## src/rtl/uart_word_packer.sv

```systemverilog
// Packs little-endian UART bytes into 32-bit words: instruction region, then data region, then sticky load_done.
// Latency: wr_en is high the cycle after the edge that samples the 4th byte. No backpressure; every rx_dv is consumed.
// Optional inter-byte timeout that drops stale partial words: define UART_WORD_PACKER_TIMEOUT_EN.
module uart_word_packer #(
   parameter int unsigned MEM_SIZE     = 2,
   parameter int unsigned TIMEOUT_CLKS = 208340
) (
   input  logic        clk,
   input  logic        rst_n,
   input  logic        rx_dv,
   input  logic [7:0]  rx_byte,
   output logic        wr_en,
   output logic        mem_sel,
   output logic [15:0] addr,
   output logic [31:0] wdata,
   output logic        load_done,
   output logic        err_timeout
);

   localparam int unsigned IDX_W = $clog2(2 * MEM_SIZE) + 1;
   localparam logic [IDX_W-1:0] REGION_IDX = IDX_W'(MEM_SIZE);
   localparam logic [IDX_W-1:0] LAST_IDX   = IDX_W'(2 * MEM_SIZE - 1);
   localparam logic [IDX_W-1:0] NUM_WORDS  = IDX_W'(2 * MEM_SIZE);

   typedef enum logic [1:0] {
      IDLE    = 2'd0,
      COLLECT = 2'd1,
      WRITE   = 2'd2,
      DONE    = 2'd3
   } state_t;

   state_t            state_q;
   logic [1:0]        byte_cnt_q;
   logic [IDX_W-1:0]  word_idx_q;
   logic [23:0]       buf_q;
   logic              wr_en_q;
   logic              mem_sel_q;
   logic [15:0]       addr_q;
   logic [31:0]       wdata_q;
   logic              load_done_q;
   logic              mem_sel_d;
   logic [15:0]       addr_d;

   always_comb begin
      mem_sel_d = (word_idx_q >= REGION_IDX);
      addr_d    = mem_sel_d ? 16'(word_idx_q - REGION_IDX) : 16'(word_idx_q);
   end

`ifdef UART_WORD_PACKER_TIMEOUT_EN
   localparam int unsigned TMO_W = $clog2(TIMEOUT_CLKS + 1);

   logic [TMO_W-1:0] tmo_cnt_q;
   logic             tmo_hit;
   logic             err_timeout_q;

   // Counts idle cycles only while a partial word is held.
   always_ff @(posedge clk) begin
      if (!rst_n || state_q != COLLECT || rx_dv) begin
         tmo_cnt_q <= '0;
      end else begin
         tmo_cnt_q <= tmo_cnt_q + 1'b1;
      end
   end

   assign tmo_hit     = (tmo_cnt_q == TMO_W'(TIMEOUT_CLKS - 1));
   assign err_timeout = err_timeout_q;
`else
   assign err_timeout = 1'b0;
`endif

   always_ff @(posedge clk) begin
      if (!rst_n) begin
         state_q     <= IDLE;
         byte_cnt_q  <= 2'd0;
         word_idx_q  <= '0;
         buf_q       <= 24'd0;
         wr_en_q     <= 1'b0;
         mem_sel_q   <= 1'b0;
         addr_q      <= 16'd0;
         wdata_q     <= 32'd0;
         load_done_q <= 1'b0;
`ifdef UART_WORD_PACKER_TIMEOUT_EN
         err_timeout_q <= 1'b0;
`endif
      end else begin
         wr_en_q <= 1'b0;
         case (state_q)
            IDLE: begin
               if (rx_dv) begin
                  buf_q[7:0] <= rx_byte;
                  byte_cnt_q <= 2'd1;
                  state_q    <= COLLECT;
               end
            end
            COLLECT: begin
               if (rx_dv) begin
                  if (byte_cnt_q == 2'd3) begin
                     wr_en_q    <= 1'b1;
                     wdata_q    <= {rx_byte, buf_q};
                     mem_sel_q  <= mem_sel_d;
                     addr_q     <= addr_d;
                     word_idx_q <= word_idx_q + 1'b1;
                     byte_cnt_q <= 2'd0;
                     state_q    <= WRITE;
                     if (word_idx_q == LAST_IDX) begin
                        load_done_q <= 1'b1;
                     end
                  end else begin
                     case (byte_cnt_q)
                        2'd1:    buf_q[15:8]  <= rx_byte;
                        default: buf_q[23:16] <= rx_byte;
                     endcase
                     byte_cnt_q <= byte_cnt_q + 2'd1;
                  end
               end
`ifdef UART_WORD_PACKER_TIMEOUT_EN
               else if (tmo_hit) begin
                  byte_cnt_q    <= 2'd0;
                  state_q       <= IDLE;
                  err_timeout_q <= 1'b1;
               end
`endif
            end
            WRITE: begin
               // word_idx already points past the word just written.
               if (word_idx_q == NUM_WORDS) begin
                  state_q <= DONE;
               end else if (rx_dv) begin
                  buf_q[7:0] <= rx_byte;
                  byte_cnt_q <= 2'd1;
                  state_q    <= COLLECT;
               end else begin
                  state_q <= IDLE;
               end
            end
            default: begin
               state_q <= DONE;
            end
         endcase
      end
   end

   assign wr_en     = wr_en_q;
   assign mem_sel   = mem_sel_q;
   assign addr      = addr_q;
   assign wdata     = wdata_q;
   assign load_done = load_done_q;

endmodule

```

## config.mk

```make
export PLATFORM = sky130hd
export DESIGN_NAME = uart_word_packer
export DESIGN_NICKNAME = d
export VERILOG_FILES = /design/src/rtl/uart_word_packer.sv
export SDC_FILE = /design/constraint.sdc
export NUM_CORES = 1
export LEC_CHECK = 0
export CAP_MARGIN = 20
export CELL_PAD_IN_SITES_DETAIL_PLACEMENT = 1
export CELL_PAD_IN_SITES_GLOBAL_PLACEMENT = 1
export CORE_MARGIN = 2
export CORE_UTILIZATION = 40
export CTS_CLUSTER_SIZE = 28
export DETAILED_ROUTE_END_ITERATION = 6
export PLACE_DENSITY_LB_ADDON = 0.12
export SLEW_MARGIN = 20
export SYNTH_ARGS = -nofsm -noshare
export SYNTH_HDL_FRONTEND = slang
export SYNTH_SLANG_ARGS = --single-unit
```

## constraint.sdc

```tcl
create_clock -name clk -period 2.92 [get_ports clk]
set_input_delay 0.876 -clock clk [delete_from_list [all_inputs] [get_ports clk]]
set_output_delay 0.876 -clock clk [all_outputs]
set_load 0.02 [all_outputs]
```

# [Word level (Yosys, flattened, before mapping)]
# Cells that the tools add are included.
[word_totals] regBits=82 in_bits=11 out_inout_bits=52 word_cells=54
[classes] addsub=3 order_cmp=1 n_eq_ne=10 mux=16 bitwise=2 reduce_logical=11
[op_table] operator="$mux W16" count=1
[op_table] operator="$mux W2" count=8
[op_table] operator="$mux W8" count=2
[op_table] operator="$pmux W8 S2" count=1
[op_table] operator="$pmux W2 S3" count=2
[op_table] operator="$reduce_and A3 Y1" count=4
[op_table] operator="$reduce_and A4 Y1" count=3
[op_table] operator="$ne A2 B2 Y1 const B" count=4
[op_table] operator="$eq A2 B1 Y1 const B" count=2
[op_table] operator="$eq A2 B2 Y1 const B" count=2
[op_table] operator="$sub A3 B2 Y4 const B" count=1
[op_table] operator="$add A3 B1 Y3 const B" count=1
[op_table] operator="$eq A3 B2 Y1 const B" count=1
[op_table] operator="$eq A3 B3 Y1 const B" count=1
[op_table] operator="$ge A3 B2 Y1 const B" count=1
[op_table] operator="$reduce_bool A3 Y1" count=1
[op_table] operator="$add A2 B1 Y2 const B" count=1
[op_table] operator="$logic_not A2 Y1" count=1
[op_table] operator="$mux W1" count=2
[op_table] operator="$not A1 Y1" count=2
[op_table] operator="$reduce_and A2 Y1" count=1
[op_table] operator="$reduce_bool A2 Y1" count=1

# [Longest topological paths before layout]
[depth] ltp_word=4 ltp_mapped=6 ltp_nobuf=5

# [Worst setup path after synthesis]
# OpenSTA, ideal clock, no wires.
[synth_timing] path_kind="input to register" from="input port rx_dv" to="register buf_q[16]" setup_time_ns=0.072 t_arrival_ns=1.668 t_required_ns=2.848 setup_slack_ns=1.180 cell_stages=5 path_buffers=2 path_cell_list="buf_6 and3b_1 nor3b_2 buf_6 mux2i_1"
[synth_between] elab_chain_len=1
[synth_lines] item="start, declared" line="10" rtl="input logic rx_dv,"
[synth_lines] item="$reduce_and A4 Y1 (no source line)"
[synth_lines] item="end signal, assigned" line="111" rtl="default: buf_q[23:16] <= rx_byte;"
[synth_lines] item="end, declared" line="35" rtl="logic [23:0] buf_q;"
# No other way between the ends.
# A chain may end at the register's enable or synchronous reset.

==> metrics.log <==
INFO  metric worst_r2r_path_depth = 5
INFO  metric status = completed
INFO  metric antennaDiodeCount = 0
INFO  metric clock.fmax = 405 MHz
INFO  metric synth_nets = 348
INFO  metric cts_tree = yes
INFO  metric post_cts_hold_buffer_count = 0
INFO  metric worst_path_dominant_cell_family = buffers and inverters
INFO  metric detail_route.wl_per_cell = 14.7 um
INFO  metric synth.top_cell.area_share = 48.9%
INFO  metric row_count = 30
INFO  metric finalSetupViolations = 0
INFO  metric gp_congestion = 0.802
INFO  metric ff_to_ff_setup_slack = 1.16 ns
INFO  metric numPortBuffers = 61
INFO  metric floorplan.initialDensity = 41.7%
INFO  metric synth.distinct_cells = 37
INFO  metric grt_antenna_before_repair = 0
INFO  metric detailedRoute.firstPassIterationCount = 4
INFO  metric grt_max_degree = 29
INFO  metric routed-via-count = 2360
INFO  metric vertical_die_dimension = 88.6 um
INFO  metric postSynthRegisterBits = 70
INFO  metric fill_cells = 834
INFO  metric drt-total-wl = 7020 um
INFO  metric totalNegativeSetupSlack = 0 ns
INFO  metric netlist_top_cells_area = sky130_fd_sc_hd__dfxtp_1 (49%), sky130_fd_sc_hd__nand2_1 (13%), sky130_fd_sc_hd__a21oi_1 (7.9%)
INFO  metric post_drt_antenna_nets = 0
INFO  metric period_minus_slack = 2.47 ns
INFO  metric met3RoutedLength = 242 um
INFO  metric power.share.clock = 47.7%
INFO  metric register_area = 0.00140 mm^2
INFO  metric r2r-end = wdata[27]
INFO  metric synth.cell_area = 0.00287 mm^2
INFO  metric cts-buffers-inserted = 9
INFO  metric worstReg2RegStart = byte_cnt_q[0]
INFO  metric yosys_warnings = 0
INFO  metric clock_latency_on_the_worst_skew_pair = 0.35 ns
INFO  metric initialDrtViolationCount = 34
INFO  metric multiInputGateArea = 0.00119 mm^2
INFO  metric synth_compound_area_share = 13.6%
INFO  metric synthXorXnorAreaFrac = 0%
INFO  metric post-synth-top-area-cell = sky130_fd_sc_hd__dfxtp_1
INFO  metric vias_per_cell = 4.95
INFO  metric crit_slowest_cell = sky130_fd_sc_hd__clkdlybuf4s50_1
INFO  metric highest-signal-layer = met4
INFO  metric internal-power = 1.59 mW
INFO  metric timing.critical_path.cells = clkdlybuf4s50_1
INFO  metric postCtsSetupBuffers = 0
INFO  metric synthSimpleGateAreaFrac = 19.2%
INFO  metric worst_path_largest_cell_delay = 0.69 ns
INFO  metric grt_pass1_wl = 11400 um
INFO  metric cts_resized = 0
INFO  metric p_sw = 0.437 mW
INFO  metric synth_async_sr_flop_share = 0%
INFO  metric utilization = 53.4%
INFO  metric hold_path.class = flop to flop
INFO  metric postSynthCellCount = 330
INFO  metric fp.dieW = 88.6 um
INFO  metric crit_buf_inv = 1
INFO  metric max-clock-path-buffers = 2
INFO  metric io_pins = 63
INFO  metric post_synthesis_share_of_cell_area_spent_on_full_adders_half_adders_and_majority_gates = 3.06%
INFO  metric numnets_final = 394
INFO  metric max_slew.worst_pin.slew = 0.619 ns
INFO  metric grt_setup_unrepaired = false
INFO  metric ys_seq_area_share = 48.9%
INFO  metric met2RoutedLength = 3430 um
INFO  metric crit_start = addr[14]
INFO  metric critical_path.startpoint_type = flop
INFO  metric global_route.usage.total = 19.2%
INFO  metric synthToLayoutAreaGrowth = 28.1%
INFO  metric finalClockSkew = 0.00826 ns
INFO  metric timing.slew.headroom = 58.6%
INFO  metric cts.htree.levels = 3
INFO  metric post-route-drc-count = 0
INFO  metric number_of_enable_type_register_cells_in_the_synthesized_netlist = 0
INFO  metric coreArea = 0.00687 mm^2
INFO  metric power.density_cell_area = 554 mW/mm^2
INFO  metric combinationalPowerShare = 4.2%
INFO  metric clk_pin_slew_worst_paths = 0.08 ns
INFO  metric netlist_top_cells_count = sky130_fd_sc_hd__nand2_1 (96), sky130_fd_sc_hd__dfxtp_1 (70), sky130_fd_sc_hd__a21oi_1 (45)
INFO  metric cell_leakage_power = 1.31 nW
INFO  metric hold_violations = 0
INFO  metric finalCritPeriodShare = 84.6%
INFO  metric ctsRootBufferMaster = sky130_fd_sc_hd__clkbuf_8
INFO  metric dpl.hpwl = 4810 um
INFO  metric cp.depth = 1
INFO  metric post-synth-top-count-cell = sky130_fd_sc_hd__nand2_1
INFO  metric path_max_fanout = 14
INFO  metric gr-total-overflow = 0
INFO  metric max_cap_viol_count = 0
INFO  metric met1_length = 3250 um
INFO  metric post_synth_mux_area_share = 5.59%
INFO  metric cts_num_sinks = 70
INFO  metric worst_setup_path_end_kind = output pin
INFO  metric swShare = 21.5%
INFO  metric die_area = 0.00786 mm^2
INFO  metric drive_above_1_share = 8.14%
INFO  metric crit_end = addr[10]
INFO  metric arrival = 1.59 ns
INFO  metric crit_required = 2.04 ns
INFO  metric number_of_global_route_vias_before_repair = 2349
INFO  metric seqPwrFrac = 48.1%
INFO  metric synth_ff_type = sky130_fd_sc_hd__dfxtp_1
INFO  metric critPathKind = flop to output pin
INFO  metric vdd_drop_max = 0.000207 V
INFO  metric dominant_combinational_cell_family_by_area_after_synthesis = simple AND/OR/NAND/NOR gates
INFO  metric slew_violations = 0
INFO  metric syn_avg_cell_area = 8.68 um^2
[cell families after synthesis]
| logic type | count (synthesis) |
|---|---|
| and+or+nand+nor | 126 |
| other | 1 |
| DFF | 70 |
| buffers and inverters | 42 |
| muxes | 16 |
| AOI/OAI and AO/OA | 68 |
| adders and majority gates | 7 |
[power by group through the flow]
stage,Sequential [mW],Combinational [mW],Clock [mW]
finish,0.978,0.0854,0.968
global route,0.980,0.0952,1.03
CTS,0.978,0.0868,0.995
detailed placement,1.00,0.0861,0
global placement,1.00,0.0844,0
floorplan,0.996,0.0571,0
[metal layers]
layer,track usage (%),vias up
met1,23.7,1131
met3,3.54,10
met4,9.50,0
li1,-,1169
met2,32.1,50
met5,0,-
[placed cells by master, fill, tap and decap left out, types with 2 or more instances in the layout]
| master | Yosys | final |
|---|---|---|
| sky130_fd_sc_hd__nand2_1 | 96 | 96 |
| sky130_fd_sc_hd__dfxtp_1 | 70 | 70 |
| sky130_fd_sc_hd__clkdlybuf4s50_1 | 0 | 61 |
| sky130_fd_sc_hd__a21oi_1 | 45 | 45 |
| sky130_fd_sc_hd__mux2i_1 | 16 | 16 |
| sky130_fd_sc_hd__nand3_1 | 11 | 11 |
| sky130_fd_sc_hd__o21ai_0 | 11 | 11 |
| sky130_fd_sc_hd__clkbuf_8 | 0 | 10 |
| sky130_fd_sc_hd__buf_4 | 18 | 10 |
| sky130_fd_sc_hd__ha_1 | 7 | 7 |
| sky130_fd_sc_hd__nor2_1 | 6 | 6 |
| sky130_fd_sc_hd__inv_1 | 5 | 5 |
| sky130_fd_sc_hd__a211oi_1 | 3 | 3 |
| sky130_fd_sc_hd__bufinv_16 | 0 | 3 |
| sky130_fd_sc_hd__nor2b_1 | 2 | 2 |
| sky130_fd_sc_hd__nand2b_1 | 2 | 2 |
| sky130_fd_sc_hd__and3_1 | 2 | 2 |
[flip-flops by register name (all words and copies together), names as in the netlist]
name        flops
byte_cnt_q      2
state_q         2
word_idx_q      3
addr            4
wr_en           1
wdata          32
load_done       1
buf_q          24
mem_sel         1
[per-stage QoR]
stage / setup WS [ns] / total power, mW / hold WS [ns] / cell area (um^2) / instances
6_report: 0.451 / 2.03 / 0.447 / 3670 / 477
5_1_grt: 0.344 / 2.11 / 0.479 / 3670 / 477
4_1_cts: 0.405 / 2.06 / 0.453 / 3670 / 477
3_5_place_dp: 0.310 / 1.09 / 0.447 / 3420 / 461
3_3_place_gp: 0.411 / 1.08 / 0.442 / 3420 / 461
2_1_floorplan: 1.18 / 1.05 / 0.428 / 2870 / 330
[worst min-delay path by stage]
stage | start | to | slack [ns] | cells past startpoint
detailed placement | buf_q[14] | wdata[14] | 0.45 | 2
global route | buf_q[16] | wdata[16] | 0.48 | 2
finish | buf_q[15] | wdata[15] | 0.45 | 2
CTS | buf_q[15] | wdata[15] | 0.45 | 2
global placement | buf_q[12] | wdata[12] | 0.44 | 2
floorplan | buf_q[0] | wdata[0] | 0.43 | 2
[final cells by class]
class	instances	area share, %
clock inverter	5	2.90
multi-input combinational	218	32.5
sequential	70	38.2
clock buffer	11	3.85
inverter	6	0.614
tap	96	3.27
timing repair buffer	71	18.7
No activity file was read; power rests on OpenSTA's default activity.
